### src/rtl/instr_ram_arbiter.sv
// instr_ram_arbiter
// Shares the single port of the instruction RAM wrapper between the core
// instruction-fetch interface (read-only) and the debug/AXI loader interface
// (read/write). Grants are combinational and made cycle by cycle. Read data
// and write acks come back one cycle later, qualified by a registered valid.
//
// Arbitration: fetch has fixed priority over the loader. When the macro
// INSTR_ARB_STARVE_GUARD_EN is defined, a starvation counter is compiled in.
// After the loader has waited MAX_WAIT cycles, it wins one grant over fetch.
//
// Parameters
//   ADDR_WIDTH  byte address width (matches the RAM wrapper)
//   DATA_WIDTH  data width; byte enables are DATA_WIDTH/8
//   MAX_WAIT    loader starvation limit in cycles (>=1, guard build only)
//
// Ports
//   clk, rstn_i                 clock, asynchronous active-low reset
//   fetch_req_i/addr_i          fetch request
//   fetch_gnt_o                 fetch accepted this cycle
//   fetch_rvalid_o/rdata_o      fetch response
//   dbg_req_i/we_i/be_i/addr_i/wdata_i  loader request
//   dbg_gnt_o                   loader accepted this cycle
//   dbg_rvalid_o/rdata_o        loader response (read data or write ack)
//   ram_en_o/we_o/addr_o/wdata_o/be_o   RAM port, driven by the winner
//   ram_rdata_i                 RAM read data, one cycle after ram_en_o
//   dbg_starved_o               guard forcing loader priority (0 if no guard)
module instr_ram_arbiter #(
  parameter int unsigned ADDR_WIDTH = 15,
  parameter int unsigned DATA_WIDTH = 32,
  parameter int unsigned MAX_WAIT   = 8
) (
  input  logic                    clk,
  input  logic                    rstn_i,
  input  logic                    fetch_req_i,
  input  logic [ADDR_WIDTH-1:0]   fetch_addr_i,
  output logic                    fetch_gnt_o,
  output logic                    fetch_rvalid_o,
  output logic [DATA_WIDTH-1:0]   fetch_rdata_o,
  input  logic                    dbg_req_i,
  input  logic                    dbg_we_i,
  input  logic [DATA_WIDTH/8-1:0] dbg_be_i,
  input  logic [ADDR_WIDTH-1:0]   dbg_addr_i,
  input  logic [DATA_WIDTH-1:0]   dbg_wdata_i,
  output logic                    dbg_gnt_o,
  output logic                    dbg_rvalid_o,
  output logic [DATA_WIDTH-1:0]   dbg_rdata_o,
  output logic                    ram_en_o,
  output logic                    ram_we_o,
  output logic [ADDR_WIDTH-1:0]   ram_addr_o,
  output logic [DATA_WIDTH-1:0]   ram_wdata_o,
  output logic [DATA_WIDTH/8-1:0] ram_be_o,
  input  logic [DATA_WIDTH-1:0]   ram_rdata_i,
  output logic                    dbg_starved_o
);

  typedef enum logic [1:0] {
    OWN_IDLE  = 2'd0,
    OWN_FETCH = 2'd1,
    OWN_DBG   = 2'd2
  } owner_e;

  owner_e owner_q, owner_d;
  logic   starve_win;

`ifdef INSTR_ARB_STARVE_GUARD_EN
  localparam int unsigned     CW         = $clog2(MAX_WAIT + 1);
  localparam logic [CW-1:0]   WAIT_LIMIT = CW'(MAX_WAIT);

  logic [CW-1:0] wait_q;

  // Counts cycles the loader has been held off; saturates at the limit and
  // clears once the loader is served or withdraws.
  always_ff @(posedge clk or negedge rstn_i) begin
    if (!rstn_i) begin
      wait_q <= '0;
    end else if (!dbg_req_i || dbg_gnt_o) begin
      wait_q <= '0;
    end else if (wait_q != WAIT_LIMIT) begin
      wait_q <= wait_q + CW'(1);
    end
  end

  assign dbg_starved_o = (wait_q == WAIT_LIMIT);
  // Only override fetch while the loader is actually asking.
  assign starve_win    = dbg_starved_o && dbg_req_i;
`else
  assign dbg_starved_o = 1'b0;
  assign starve_win    = 1'b0;

  // MAX_WAIT has no effect without the guard; an illegal value is left to
  // surface here as an empty, clearly named block.
  if (MAX_WAIT == 0) begin : g_max_wait_invalid
  end
`endif

  // Grant and RAM port steering
  always_comb begin
    fetch_gnt_o = fetch_req_i && !starve_win;
    dbg_gnt_o   = dbg_req_i && !fetch_gnt_o;

    ram_en_o    = fetch_gnt_o || dbg_gnt_o;
    ram_we_o    = dbg_gnt_o && dbg_we_i;
    ram_wdata_o = dbg_wdata_i;
    ram_addr_o  = dbg_addr_i;
    ram_be_o    = dbg_be_i;
    if (fetch_gnt_o) begin
      ram_addr_o = fetch_addr_i;
      ram_be_o   = '1;
    end
  end

  // Response owner: records who was granted, so that the RAM output one cycle
  // later can be attributed to that requester.
  always_ff @(posedge clk or negedge rstn_i) begin
    if (!rstn_i) begin
      owner_q <= OWN_IDLE;
    end else begin
      owner_q <= owner_d;
    end
  end

  always_comb begin
    owner_d = OWN_IDLE;
    if (fetch_gnt_o) begin
      owner_d = OWN_FETCH;
    end else if (dbg_gnt_o) begin
      owner_d = OWN_DBG;
    end
    fetch_rvalid_o = (owner_q == OWN_FETCH);
    dbg_rvalid_o   = (owner_q == OWN_DBG);
  end

  assign fetch_rdata_o = ram_rdata_i;
  assign dbg_rdata_o   = ram_rdata_i;

endmodule

### config.mk
export PLATFORM = sky130hd
export DESIGN_NAME = instr_ram_arbiter
export DESIGN_NICKNAME = d
export VERILOG_FILES = /design/src/rtl/instr_ram_arbiter.sv
export SDC_FILE = /design/constraint.sdc
export NUM_CORES = 1
export LEC_CHECK = 0
export CORE_ASPECT_RATIO = 0.5
export CORE_MARGIN = 2
export CORE_UTILIZATION = 17
export CTS_CLUSTER_SIZE = 40
export DETAILED_ROUTE_END_ITERATION = 12
export PLACE_DENSITY = 0.89
export SYNTH_ARGS = -nofsm -noshare
export SYNTH_HDL_FRONTEND = slang
export SYNTH_SLANG_ARGS = --single-unit
### constraint.sdc
create_clock -name clk -period 0.8 [get_ports clk]
set_input_delay 0.12 -clock clk [delete_from_list [all_inputs] [get_ports clk]]
set_output_delay 0.12 -clock clk [all_outputs]
set_load 0.1 [all_outputs]
==> impl_metrics.tcl <==
set metrics [dict create \
    grt_pass1_vias 669 \
    gp_congestion 0.646 \
    grt_remaining_overflow 0 \
    number_of_synthesized_register_bits 2 \
    totalPowerFinal_mw 2.33 \
    numCtsBuffers 3 \
    synthesis.yosys.warnings 0 \
    tritoncts_num_sinks 2 \
    largest_register_ff_count 2 \
    fp.dieH_um 59.3 \
    worstPathCellList "nor2b_4 > buf_12" \
    synth_cell_type_count 8 \
    synth_area_sq_um 1040 \
    drt_antenna_net_count 0 \
    tritoncts "built" \
    die_boundary_width_um 115 \
    fin_area_sq_um 1550 \
    max-vdd-ir-drop_v 0.000592 \
    pre_cts_ws_ns -0.744 \
    largest-register "owner_q" \
    portBuffers 63 \
    coreArea_sq_um 5980 \
    largest_net_degree_at_the_start_of_global_routing 6 \
    clk_root_buffer_cell "sky130_fd_sc_hd__clkbuf_16" \
    fp.dieArea_sq_um 6800 \
    antenna_diode_count 0 \
    setup.worst_path.class "reg2out" \
    min_path_type "in2async" \
    detailed_place_hpwl_mm 2.25 \
    antenna_found_initial 0 \
    area.growth.synth_to_final_pct 48.6 \
    worstSetupEndpointType "output pin" \
    critical-path-slowest-cell "sky130_fd_sc_hd__dfrtp_1" \
    timing.critical_path.fanout_max 2 \
    route.detailed.drc 0 \
    largestRegisters "owner_q: 2 flops" \
    failed_checks "setup timing" \
    setup_viol 24 \
    critical_path_arrival_ns 0.99 \
    route.detailed.wl_per_inst_um 16.6 \
    yosys_most_used_dff "sky130_fd_sc_hd__dfrtp_1" \
    hold_viol 0 \
    io-pin-count 225 \
    critical-path-max-stage-delay_ns 0.39 \
    finish.net_count 206 \
    ctsHtreeMaxLevel 1 \
    outcome "finished with violations" \
    layout-drive-gt1-share 0.634 \
    period_share 1.39 \
    worst_slack_ns -0.313 \
    post-route-min-period_ns 1.11 \
    net_count_after_synthesis 230 \
    startpoint_type "flip-flop" \
    wire_length_of_the_first_global_routing_pass_mm 4.15 \
    setup_repair_after_global_routing_missed_its_margin "true" \
    power_density_nw_per_um2 1510 \
    core.rowCount 20 \
    timing.critical_path.required_ns 0.68 \
    dpl_cell_area_sq_um 1390 \
    cap_viol_max_count 0 \
    syn_avg_cell_area_sq_um 8.19 \
    synthTopCellsByArea "sky130_fd_sc_hd__buf_4, sky130_fd_sc_hd__mux2_2, sky130_fd_sc_hd__dfrtp_1" \
    cts_hold_buf 0 \
    netlist_instances 127 \
    synth.most_common_cell "sky130_fd_sc_hd__buf_4" \
    synth_area_leader_cell "sky130_fd_sc_hd__buf_4" \
    ys_top_cells_by_count "sky130_fd_sc_hd__buf_4, sky130_fd_sc_hd__mux2_2, sky130_fd_sc_hd__or2_2" \
    synth-seq-area-share 0.0481 \
    via_count 608 \
    post-route-util 0.258 \
    grt_usage 0.0826 \
    clk_path_buf_depth 2 \
    synth_top_area_frac 0.708 \
    synth_enable_flop_cells 0 \
    leakage_nw 0.752 \
    final.hold.worst_slack_ns 0.0662 \
    clock.fmax_mhz 898 \
    report.final.slew_viol_count 0 \
    drt_iter0_markers 8 \
    first_pass_iters 4 \
    synth_async_sr_flop_share 1.00 \
    floorplan.initialDensity 0.174 \
    finalWirelength_mm 2.96 \
    routed_via_density 3.42 \
    clkSlewWorstSetupHoldPaths_ns 0.03 \
]
power breakdown:
| group | total (mW) | leakage (nW) | switching, mW | internal [mW] |
|---|---|---|---|---|
| Combinational | 1.47 | 0.691 | 0.847 | 0.620 |
| Clock | 0.751 | 0.0370 | 0.115 | 0.636 |
| Sequential | 0.113 | 0.0245 | 0.00588 | 0.107 |
critical path, delay by kind of cell, from the launching register on:
family        cells  cell delay, ns
flops             1            0.39
simple gates      1            0.20
buf+inv           1            0.18
worst max path at each step:
stage / from / to / depth (start not counted)
2_1_floorplan: owner_q[1] / dbg_rvalid_o / 1
3_3_place_gp: fetch_req_i / ram_addr_o[14] / 4
3_5_place_dp: fetch_req_i / ram_addr_o[14] / 4
4_1_cts: owner_q[1] / dbg_rvalid_o / 2
5_1_grt: owner_q[1] / dbg_rvalid_o / 2
6_report: owner_q[1] / dbg_rvalid_o / 2
layout by cell type (no fill, tap or decap), drive strengths merged:
cell | netlist | routed
or2 | 5 | 5
dfrtp | 2 | 2
dlymetal6s2s | 0 | 2
nor2b | 3 | 3
and3b | 1 | 1
buf | 100 | 35
dlygate4sd2 | 0 | 31
clkdlybuf4s50 | 0 | 1
clkbuf | 0 | 4
conb | 1 | 1
mux2 | 15 | 15
clkdlybuf4s15 | 0 | 1
stage by stage:
step | TNS (ns) | instances
finish | -4.35 | 178
global route | -4.69 | 178
CTS | -4.57 | 177
detailed placement | -15.65 | 169
global placement | -15.18 | 169
floorplan | -0.713 | 127
cell type report:
type	instances	area, sq um
clock buffers	3	75.1
fillers	614	4440
multi-input cells	25	327
flip-flops and latches	2	50.0
well taps	77	96.3
repair buffers	71	997
cells by family after synthesis:
| family | share of synthesized area |
|---|---|
| buf+inv | 0.729 |
| mux | 0.162 |
| other cells | 0.00361 |
| flops | 0.0481 |
| simple gates | 0.0566 |
per-layer routing:
layer	up-vias	global-route usage	routed length, um
met4	0	0.0418	57
met5	-	0	0
met2	69	0.112	1460
met3	17	0.0695	457
li1	246	-	-
met1	276	0.0901	984
repair_timing:
item / 4_1_cts / 5_1_grt
endpoints found under the setup margin: 27 / 25
pin swaps: 5 / 0
setup buffers: 2 / 1
resized for setup: 51 / 5
cloned: 3 / 0
No activity file was read; power rests on OpenSTA's default activity.
